`src/rtl/nor_pkg.sv`:
```
// nor_pkg: shared constants and next-state helper for the NOR set/reset bank.
// Contents:
//   POL_HOLD/POL_SET/POL_RST - encodings for the S=R=1 resolution policy
//   MAX_WIDTH                - largest supported channel count
//   sr_next()                - next state of one set/reset channel
package nor_pkg;

    localparam int POL_HOLD  = 0;
    localparam int POL_SET   = 1;
    localparam int POL_RST   = 2;
    localparam int MAX_WIDTH = 32;

    function automatic logic sr_next(input logic s, input logic r, input logic q, input int policy);
        logic both;
        both = (policy == POL_SET) ? 1'b1 : (policy == POL_RST) ? 1'b0 : q;
        return (s & r) ? both : s ? 1'b1 : r ? 1'b0 : q;
    endfunction

endpackage

```
`src/rtl/nor_sr_cell.sv`:
```
// nor_sr_cell: one clocked set/reset channel with configurable S=R=1 resolution.
// Ports:
//   CLK - clock, state updates on rising edge
//   RST - asynchronous active-high reset, forces Q=0
//   S   - set request
//   R   - reset request
//   Q   - registered channel state
//   QN  - inverse of Q
// Parameter POLICY selects S=R=1 behaviour (see nor_pkg).
module nor_sr_cell
    import nor_pkg::*;
#(
    parameter int POLICY = POL_HOLD
) (
    input  logic CLK,
    input  logic RST,
    input  logic S,
    input  logic R,
    output logic Q,
    output logic QN
);

    logic q_q, q_d;

    always_comb begin
        q_d = sr_next(S, R, q_q, POLICY);
    end

    always_ff @(posedge CLK or posedge RST) begin
        if (RST) q_q <= 1'b0;
        else     q_q <= q_d;
    end

    assign Q  = q_q;
    assign QN = ~q_q;

endmodule

```
`src/rtl/nor_sr_bank.sv`:
```
// nor_sr_bank: bank of WIDTH independent clocked set/reset channels with
// all-clear NOR flag, registered illegal-input flag and saturating error counter.
// Ports:
//   CLK     - clock, all state updates on rising edge
//   RST     - asynchronous active-high reset
//   S, R    - per-channel set / reset requests [WIDTH]
//   CLR_CNT - synchronous clear of ERRCNT (wins over increment)
//   Q, QN   - channel state and its inverse [WIDTH]
//   NOR     - 1 when every channel is clear
//   ILLEGAL - 1 for the cycle after S&R was nonzero on any channel
//   ERRCNT  - saturating count of illegal cycles [CNTW]
// Optional macro NOR_SR_BANK_SYNC_EN inserts a 2-flop synchroniser on S and R.
module nor_sr_bank
    import nor_pkg::*;
#(
    parameter int WIDTH  = 8,
    parameter int POLICY = POL_HOLD,
    parameter int CNTW   = 8
) (
    input  logic             CLK,
    input  logic             RST,
    input  logic [WIDTH-1:0] S,
    input  logic [WIDTH-1:0] R,
    input  logic             CLR_CNT,
    output logic [WIDTH-1:0] Q,
    output logic [WIDTH-1:0] QN,
    output logic             NOR,
    output logic             ILLEGAL,
    output logic [CNTW-1:0]  ERRCNT
);

    if (WIDTH < 1 || WIDTH > MAX_WIDTH) begin : g_bad_width
        $error("nor_sr_bank: WIDTH out of range");
    end

    logic [WIDTH-1:0] s_c, r_c;

`ifdef NOR_SR_BANK_SYNC_EN
    logic [WIDTH-1:0] s1_q, s2_q, r1_q, r2_q;
    logic [WIDTH-1:0] s1_d, s2_d, r1_d, r2_d;

    always_comb begin
        s1_d = S;
        s2_d = s1_q;
        r1_d = R;
        r2_d = r1_q;
    end

    always_ff @(posedge CLK or posedge RST) begin
        if (RST) begin
            s1_q <= '0;
            s2_q <= '0;
            r1_q <= '0;
            r2_q <= '0;
        end else begin
            s1_q <= s1_d;
            s2_q <= s2_d;
            r1_q <= r1_d;
            r2_q <= r2_d;
        end
    end

    assign s_c = s2_q;
    assign r_c = r2_q;
`else
    assign s_c = S;
    assign r_c = R;
`endif

    for (genvar i = 0; i < WIDTH; i++) begin : g_cell
        nor_sr_cell #(.POLICY(POLICY)) u_cell (
            .CLK (CLK),
            .RST (RST),
            .S   (s_c[i]),
            .R   (r_c[i]),
            .Q   (Q[i]),
            .QN  (QN[i])
        );
    end

    // Reduction of registered Q only, so NOR changes solely at clock edges.
    assign NOR = ~|Q;

    logic            ill_q, ill_d;
    logic [CNTW-1:0] cnt_q, cnt_d;

    always_comb begin
        ill_d = |(s_c & r_c);
        cnt_d = CLR_CNT ? '0 : (ill_d && cnt_q != {CNTW{1'b1}}) ? cnt_q + 1'b1 : cnt_q;
    end

    always_ff @(posedge CLK or posedge RST) begin
        if (RST) begin
            ill_q <= 1'b0;
            cnt_q <= '0;
        end else begin
            ill_q <= ill_d;
            cnt_q <= cnt_d;
        end
    end

    assign ILLEGAL = ill_q;
    assign ERRCNT  = cnt_q;

endmodule

```
`config.mk`:
```
export PLATFORM = sky130hd
export DESIGN_NAME = nor_sr_bank
export DESIGN_NICKNAME = d
export VERILOG_FILES = /design/src/rtl/nor_pkg.sv /design/src/rtl/nor_sr_cell.sv /design/src/rtl/nor_sr_bank.sv
export SDC_FILE = /design/constraint.sdc
export NUM_CORES = 1
export LEC_CHECK = 0
export BUFFER_PORTS_ARGS = -buffer_cell sky130_fd_sc_hd__buf_2
export CAP_MARGIN = 25
export CORE_MARGIN = 2
export CORE_UTILIZATION = 42
export DETAILED_ROUTE_END_ITERATION = 6
export GPL_TIMING_DRIVEN = 1
export HOLD_SLACK_MARGIN = 0.06
export PLACE_DENSITY = 0.77
export SYNTH_ARGS = -nofsm -noshare
export SYNTH_HDL_FRONTEND = slang
export SYNTH_SLANG_ARGS = --single-unit
```
`constraint.sdc`:
```
create_clock -name CLK -period 1.47 [get_ports CLK]
set_input_delay 0.0735 -clock CLK [delete_from_list [all_inputs] [get_ports CLK]]
set_output_delay 0.0735 -clock CLK [all_outputs]
set_load 0.005 [all_outputs]
```
## Yosys cells after proc, flatten, opt, wreduce, memory -nomap -nowiden

Cells that the tools add are included.

- Bits in registers: 17
- Latch bits: 0
- RAM bits: 0
- Memory bits (read-only): 0
- Input port bits: 19
- Logic and storage cells: 76
- Memories: 0

- $add $sub $neg: 1
- Multipliers: 0
- Div/mod/pow operators: 0
- $lt $le $gt $ge: 0
- Eq/ne operators: 1
- Shift-type cells: 0
- Muxes and demuxes: 18
- Bitwise gates (word level): 25
- Reduce and logical (&&, ||, !) cells: 21

Operators by type and width:

| kind | count |
|---|---|
| 2-bit nonzero test | 9 |
| 1-bit two-way mux | 16 |
| 8-bit two-way mux | 2 |
| 1-bit inverter | 16 |
| 2-bit AND reduction | 8 |
| 8-bit OR reduction | 2 |
| 8-bit by 1-bit adder with 8-bit output (second input constant) | 1 |
| 1-bit AND | 8 |
| 8-bit AND | 1 |
| 8-bit != test (second input constant) | 1 |
| 1-bit logical AND | 1 |
| 1-bit logical NOT | 1 |

## Depth between registers and ports, before layout

Gate-level depths: netlist (run 1).

- Word-level depth: 5
- Depth in mapped cells: 5

## Cells and area by module

From an unflattened synthesis (run 1), not the netlist that was laid out.

- Cells, all modules: 97
- Area total of the unflattened synthesis: 934.6 µm²

By module, submodules not included:

| module | instances | cells an instance | area each (µm²) | seq. area each (µm²) |
|---|---|---|---|---|
| nor_sr_bank | 1 | 57 | 554.3 | 225.2 |
| nor_sr_cell | 8 | 5 | 47.5 | 25.0 |

## Worst setup path before layout (run 1)

OpenSTA, ideal clock, no wires.

- Kind: input port to flip-flop
- From: in R[5]
- To: reg cnt_q[5] (netlist: ERRCNT[5])
- Data arrival time: 1.529 ns
- Required time: 1.345 ns
- Slack: -0.185 ns
- Stages on the path: 5
- Buffers on the path: 0
- Path through: ha_1 > or4_4 > o22a_4 > and3_4 > mux2_4

- Word-level cells in the longest chain between the ends: 4

Ends and longest elaborated chain:

| element | RTL line | source |
|---|---|---|
| start, declared | nor_sr_bank.sv:23 | `input logic [WIDTH-1:0] R,` |
| 8-bit AND | nor_sr_bank.sv:88 | `ill_d = \|(s_c & r_c);` |
| 8-bit OR reduction | nor_sr_bank.sv:88 |  |
| 1-bit logical AND | nor_sr_bank.sv:89 | `cnt_d = CLR_CNT ? '0 : (ill_d && cnt_q != {CNTW{1'b1}}) ? cnt_q + 1'b1 : cnt_q;` |
| 2-bit nonzero test (no line) | - |  |
| end signal, assigned | nor_sr_bank.sv:98 | `cnt_q <= cnt_d;` |
| end, declared | nor_sr_bank.sv:85 | `logic [CNTW-1:0] cnt_q, cnt_d;` |

Every way passes these cells.
A chain may end at the register's enable or synchronous reset.

## Worst setup path after layout (run 1)

- From: reg cnt_q[6] (netlist: ERRCNT[6])
- To: reg cnt_q[5] (netlist: ERRCNT[5])

- Word-level cells in the longest chain between the ends: 3

Ends and longest elaborated chain:

| element | RTL line |
|---|---|
| 8-bit != test | nor_sr_bank.sv:89 |
| 1-bit logical AND | nor_sr_bank.sv:89 |
| 2-bit nonzero test (no line) | - |

Every way passes these cells.

==> results of run 1 <==
## metrics by stage
stage / total power, mW / utilization (%) / setup TNS (ps) / cell area, um2
after global routing: 1.183 / 58.85 / -66.64 / 1431
after CTS: 1.126 / 58.59 / -4.742 / 1425
after floorplan: 0.7743 / - / -132.6 / 1100
after global placement: 0.8386 / 53.81 / -883.4 / 1309
after detailed placement: 0.8539 / 53.81 / -1023 / 1309
final: 1.115 / 58.85 / -6.786 / 1431
## state kept, by name, summed over array words and instances, names as in the netlist
name and count:
ERRCNT 8, ILLEGAL 1, g_cell.u_cell.Q 8
## routing by layer
metal	GRT usage (%)	share of wire (%)	vias up
li1	-	-	462
met2	29.92	52	41
met3	5.833	6.4	6
met5	0	0	-
met4	8.333	2.1	0
met1	21.38	39	431
## report_power, final
group          internal (mW)  total, mW  switching, mW
Sequential             0.511      0.536         0.0250
Combinational          0.170      0.325          0.155
Clock                  0.106      0.255          0.149
Total                  0.786       1.12          0.329
## area by class of cell
class | count | area [um2]
inverters | 9 | 33.78
repair buffers | 63 | 385.4
well taps | 30 | 37.54
multi-input cells | 65 | 523.0
flip-flops and latches | 17 | 425.4
clock buffers | 4 | 26.28
fillers | 218 | 1001
## worst max-delay path, delay by kind of cell (launching register included)
family	cells	cell delay (ps)
AO/OA/AOI/OAI	1	270
AND/OR/NAND/NOR	2	380
flip-flops	1	430
multiplexers	1	280
## repair_timing
| item | 4_1_cts | 5_1_grt |
|---|---|---|
| hold buffers | 9 | 0 |
| resized for setup | 0 | 1 |
| setup endpoints to repair | 1 | 3 |
| hold endpoints to repair | 29 | 0 |
| pin swaps | 2 | 0 |
## cell usage in the layout, fill, tap and decap left out, types with 2 or more instances in the layout
master,instances
a21oi_1,3
and4_1,2
buf_2,44
buf_4,10
clkbuf_4,3
dfrtp_1,17
dlygate4sd3_1,9
ha_1,4
ha_2,2
ha_4,3
inv_1,9
mux2i_1,2
nand2_1,10
nand3_1,2
nand4_1,3
nor2_1,8
nor4_1,2
o21ai_0,8
or4_4,2
xor2_1,2
## worst paths after layout
check,from,end,depth (start not counted)
worst max-delay path,ERRCNT[6],ERRCNT[5],4
worst min-delay path,S[1],g_cell[1].u_cell.Q,3
worst max register to register,ERRCNT[6],ERRCNT[5],4
worst min register to register,g_cell[7].u_cell.Q,g_cell[7].u_cell.Q,2
max in group asynchronous,RST,g_cell[1].u_cell.Q,3
min in group asynchronous,RST,g_cell[7].u_cell.Q,3
## cells by family after synthesis
group                    Yosys count
AND/OR/NAND/NOR                   34
XOR/XNOR                           3
adder cells (fa/ha/maj)            9
flip-flops                        17
multiplexers                       3
AO/OA/AOI/OAI                     16
buffers and inverters             26
==> summary.md, run 1 <==
| Metric | Value |
|---|---|
| Detailed-route via count | `940` |
| Final Skew | `5.101 ps` |
| Core Box Area | `2432 um2` |
| Via density | `5.000` |
| Setup crit start kind | `register` |
| Largest family of logic cells by synthesized area | `simple AND/OR/NAND/NOR gates` |
| Final non-filler cell total | `188` |
| GPL Wtd Cong | `0.8398` |
| Count of pins over their slew limit | `0` |
| Endpoint class of the critical path | `register` |
| Status | `finished with violations` |
| CP Max Fanout | `4` |
| Placed Cells incl. Taps | `175` |
| Largest stage delay, worst path | `430 ps` |
| R2R setup slack | `-7 ps` |
| Syn nets | `136` |
| Die Footprint | `2934 um2` |
| Mapped cell area | `1057 um2` |
| Initial antenna violation count | `0` |
| Seq/Total Area, Yosys | `40.24%` |
| # IOs | `45` |
| Wire length per cell | `13.30 um` |
| WS Path Type | `reg -> reg` |
| Relative slew slack | `57.09%` |
| Simple-gate share of the synthesized area | `17.99%` |
| Leakage | `0.7341 nW` |
| Share of cells above drive strength 1 | `43.67%` |
| First-pass GRT wire length | `3.732 mm` |
| Worst VDD drop | `0.6355 mV` |
| First DRT Iteration DRCs | `23` |
| Fin nets | `187` |
| Failing checks | `setup timing` |
| Top cell type by total area after synthesis | `dfrtp_1` |
| CP required | `1660 ps` |
| Fmax | `0.6771 GHz` |
| Chip height | `54.17 um` |
| Post-route setup slack | `-6.786 ps` |
| Slowest-stage cell, CP | `dfrtp_1` |
| Post-synth top flop | `dfrtp_1` |
| H-tree depth | `1` |
| Pin count of the biggest net entering global routing | `18` |
| Mapped Cells | `108` |
| Remaining antenna violation count | `0` |
| Clock sinks | `17` |
| Synth Area in Compound Gates | `10.41%` |
| Vias in the first global route | `869` |
| Initial Util | `43.47%` |
| Syn. warnings | `0` |
| Reg clk slew, reported paths | `100 ps` |
| Max-cap violations | `0` |
| Post-synth top cells | `17 x dfrtp_1, 16 x buf_4, 10 x nand2_1, 9 x ha_1, 9 x inv_1` |
| # diodes | `0` |
| Post-CTS Setup Bufs | `0` |
| Crit-path cells | `nand3_1, o22a_4, and3_4, mux2_4` |
| Pwr/cell area | `779.3 nW/um2` |
| #FFs+latches synth | `17` |
| Num rows | `18` |
| # DRC | `0` |
| Clk buf depth | `2` |
| EDFF count, synth | `0` |
| Cell with the most instances after synthesis | `dfrtp_1` |
| Final hold violations | `0` |
| Post-synthesis area per instance | `9.789 um2` |
| Die Wd | `54.17 um` |
| DP HPWL | `1.939 mm` |
| Clock Latency Late Sink | `300 ps` |
| RSZ-0062 raised after global routing | `true` |
| Least-Margin Pin Slew | `642.9 ps` |
| CTS tree | `done` |
| # setup viols final | `1` |
| IO Port Bufs | `44` |
| Root buffer cell | `clkbuf_4` |
| Async set-reset flop share out of synthesis | `100.0%` |
| Tcrit/Tclk final | `100.5%` |
| Worst Hold Class | `in -> reg` |
| Post-Synth XOR/XNOR Area | `2.485%` |
| Total Wirelength | `2.500 mm` |
| Num CTS Buffers | `3` |
| WP data arrival | `1670 ps` |
| Post-synth top area share | `40.24%` |
| Global route total overflow | `0` |
| First-pass DRT Iterations | `4` |
| All-Layer GR Usage | `18.19%` |
| Synth top area cells | `dfrtp_1 40%, buf_4 11%, ha_1 11%` |
| Place WS | `-252.6 ps` |
| Crit path time final | `1477 ps` |
| Synth Area in Adders | `10.65%` |
| Post-synthesis mux area share | `3.314%` |
| Layout Area Growth over Synthesis | `35.38%` |
| Post-synth cell types | `28` |
| Worst hold slack | `94.87 ps` |
(Power assumes the default switching activity.)
==> inputs of run 2 (changes only) <==
- ABC_AREA: default -> 1
- CORE_UTILIZATION: 42 -> 43
- PLACE_DENSITY: 0.77 -> 0.8
==> run 2 against run 1 <==
  * The flow now finishes without violations
  * Global-route usage shrank 0.61 points
  * Sequential power is essentially flat
  * Die area grew 3.0%
  * Register-to-register slack improved by 120 ps
  * Routed wire length down 5.1%
  * Largest power group unchanged
==> summary.md, run 2 <==
| Metric | Value |
|---|---|
| Status | `complete, no violations` |
| # DRC | `0` |
| Clock sinks | `17` |
| WP data arrival | `1560 ps` |
| Clk buf depth | `2` |
| Reg clk slew, reported paths | `100 ps` |
| Setup crit start kind | `input port` |
| WS Path Type | `in -> reg` |
| Hold Crit Depth | `3` |
| Commonest non-fill, non-tap cells in the layout | `44 x buf_2, 23 x nand2_1, 18 x nor2_1` |
| Crit path time final | `1359 ps` |
| Largest family of logic cells by synthesized area | `simple AND/OR/NAND/NOR gates` |
| Simple-gate share of the synthesized area | `28.11%` |
| DP HPWL | `1.775 mm` |
| Fin nets | `216` |
| Initial antenna violation count | `0` |
| Post-synth top flop | `dfrtp_1` |
| Async set-reset flop share out of synthesis | `100.0%` |
| Count of pins over their slew limit | `0` |
| Chip height | `54.98 um` |
| Fillers | `251` |
| Post-synthesis area per instance | `7.813 um2` |
| Worst hold slack | `93.19 ps` |
| Post-synth top cells | `24 x nand2_1, 19 x nor2_1, 18 x inv_1, 17 x dfrtp_1, 16 x buf_4` |
| # setup viols final | `0` |
| Highest routed layer | `met4` |
| Vias in the first global route | `936` |
| Slowest-stage cell, CP | `dlygate4sd3_1` |
| Top cell type by total area after synthesis | `dfrtp_1` |
| Largest stage delay, worst path | `540 ps` |
| Total Wirelength | `2.372 mm` |
| R2R setup slack | `110 ps` |
| Via density | `4.843` |
| Worst VDD drop | `0.5583 mV` |
| IO Port Bufs | `44` |
| Endpoint class of the critical path | `register` |
| Final hold violations | `0` |
| Worst path most repeated cell | `nand2_1` |
| CP Max Fanout | `8` |
| Pwr/cell area | `779.3 nW/um2` |
| Worst R2R Path Depth | `8` |
| Die Footprint | `3022 um2` |
| Least-Margin Pin Slew | `644.9 ps` |
| # diodes | `0` |
| M1 wire length | `993 um` |
| CP required | `1670 ps` |
| Initial Util | `45.10%` |
| Post-synthesis mux area share | `0%` |
| Global route total overflow | `0` |
| Synth top area cells | `dfrtp_1 38%, buf_4 11%, ha_1 10%` |
| Synth Area in Compound Gates | `5.823%` |
| Fmax | `0.7359 GHz` |
| First-pass DRT Iterations | `4` |
| Hold Path End | `g_cell[1].u_cell.Q` |
| FF-to-FF Start | `ERRCNT[0]` |
| Mapped cell area | `1117 um2` |
| # IOs | `45` |
| Mapped Cells | `143` |
| Remaining antenna violation count | `0` |
| Max-cap violations | `0` |
| Seq/Total Area, Yosys | `38.07%` |
| Layout Area Growth over Synthesis | `26.32%` |
| Final Skew | `3.241 ps` |
| First-pass GRT wire length | `3.732 mm` |
| All-Layer GR Usage | `17.58%` |
| Final sum of negative setup slack | `0 ps` |
| Share of cells above drive strength 1 | `32.09%` |
| Clock Latency Late Sink | `300 ps` |
| HP Start | `R[1]` |
| Crit-path cells | `dlygate4sd3_1, buf_2, ha_1, nor2_1, nand2_1, inv_1, nand2_4, nand2_4, nand2_2, nand2_1, nand2_1` |
| Post-Synth XOR/XNOR Area | `0.7839%` |
| Worst Hold Class | `in -> reg` |
| Num rows | `18` |
| Post-synth top area share | `38.07%` |
| Most common cell after layout, fill and taps aside | `buf_2` |
| Cell with the most instances after synthesis | `nand2_1` |
| Met2 wire length | `1.143 mm` |
| First DRT Iteration DRCs | `19` |
| Core Box Area | `2477 um2` |
| Relative slew slack | `56.96%` |
| Wire length per cell | `10.93 um` |
| Post-synth cell types | `18` |
| Tcrit/Tclk final | `92.45%` |
| EDFF count, synth | `0` |
| Met3 wire len | `209 um` |
| Leakage | `0.7991 nW` |
| Syn. warnings | `0` |
| CTS tree | `done` |
| Root buffer cell | `clkbuf_4` |
| Detailed-route via count | `1051` |
| Reg-to-reg endpoint | `ERRCNT[1]` |
| Die Wd | `54.98 um` |
| Num CTS Buffers | `3` |
| #FFs+latches synth | `17` |
| Pin count of the biggest net entering global routing | `18` |
| Synth Area in Adders | `10.08%` |
| Syn nets | `171` |
| GPL Wtd Cong | `0.8493` |
| H-tree depth | `1` |
## run 2: cell count changes in the layout (fill, tap and decap cells not counted), sizes merged, moves of 3 or more
cell	change
nor2	+12
buf	-7
nand3	+13
nand2	+18
and4	-3
inv	+9
## run 2: worst max-delay path by stage
stage | startpoint | to | slack (ps)
final | S[4] | ERRCNT[4] | 110
after global routing | S[4] | ERRCNT[4] | -6
after CTS | ERRCNT[1] | ERRCNT[4] | 80
after detailed placement | ERRCNT[1] | ERRCNT[1] | 20
after global placement | ERRCNT[1] | ERRCNT[2] | 90
after floorplan | ERRCNT[0] | ERRCNT[5] | 170
## run 2: kinds of logic after synthesis
logic type,after synthesis
xor gates and xnor gates,1
buffers and inverters,35
AOI/OAI and AO/OA,13
DFF,17
adders and majority gates,9
and+or+nand+nor,68
## run 2: report_power, final
group	total [mW]	internal, mW	switching (mW)	leakage [nW]
registers	0.535	0.512	0.0235	0.216
logic	0.305	0.147	0.158	0.566
clock network	0.259	0.101	0.158	0.0177
## run 2: worst max-delay path, delay by kind of cell
| kind | cells | cell delay, ps |
|---|---|---|
| adder cells (fa/ha/maj) | 1 | 170 |
| buffers and inverters | 3 | 760 |
| AND/OR/NAND/NOR | 7 | 530 |
## run 2: metrics by stage
step | power, mW | setup slack, ps | area (um2) | std cells | utilization, %
after floorplan | 0.7654 | 170.3 | 1117 | 143 | -
after global placement | 0.8092 | 88.29 | 1259 | 201 | 50.81
after detailed placement | 0.8177 | 22.71 | 1259 | 201 | 50.81
after CTS | 1.106 | 82.57 | 1389 | 215 | 56.06
after global routing | 1.190 | -6.402 | 1411 | 217 | 56.97
final | 1.100 | 111.0 | 1411 | 217 | 56.97
## run 2: metal layers
| layer | global-route usage, % | vias to the layer above |
|---|---|---|
| met4 | 3.659 | 0 |
| met3 | 6.183 | 5 |
| met5 | 0 | - |
| li1 | - | 529 |
| met1 | 18.38 | 477 |
| met2 | 33.53 | 40 |
## run 2: what timing repair did
action,in CTS,in global routing
hold buffers,10,0
setup buffers,0,2
setup endpoints to repair,1,6
pin swaps,0,5
resized for setup,1,3
endpoints found under the hold margin,27,0
## run 2: final cells by class
type,instances,area [um2],share of cell area (%)
well taps,30,37.54,2.660
inverters,18,67.56,4.787
repair buffers,57,342.8,24.29
flip-flops and latches,17,425.4,30.14
multi-input cells,91,510.5,36.17
clock buffers,3,22.52,1.596
clock inverters,1,5.005,0.3546
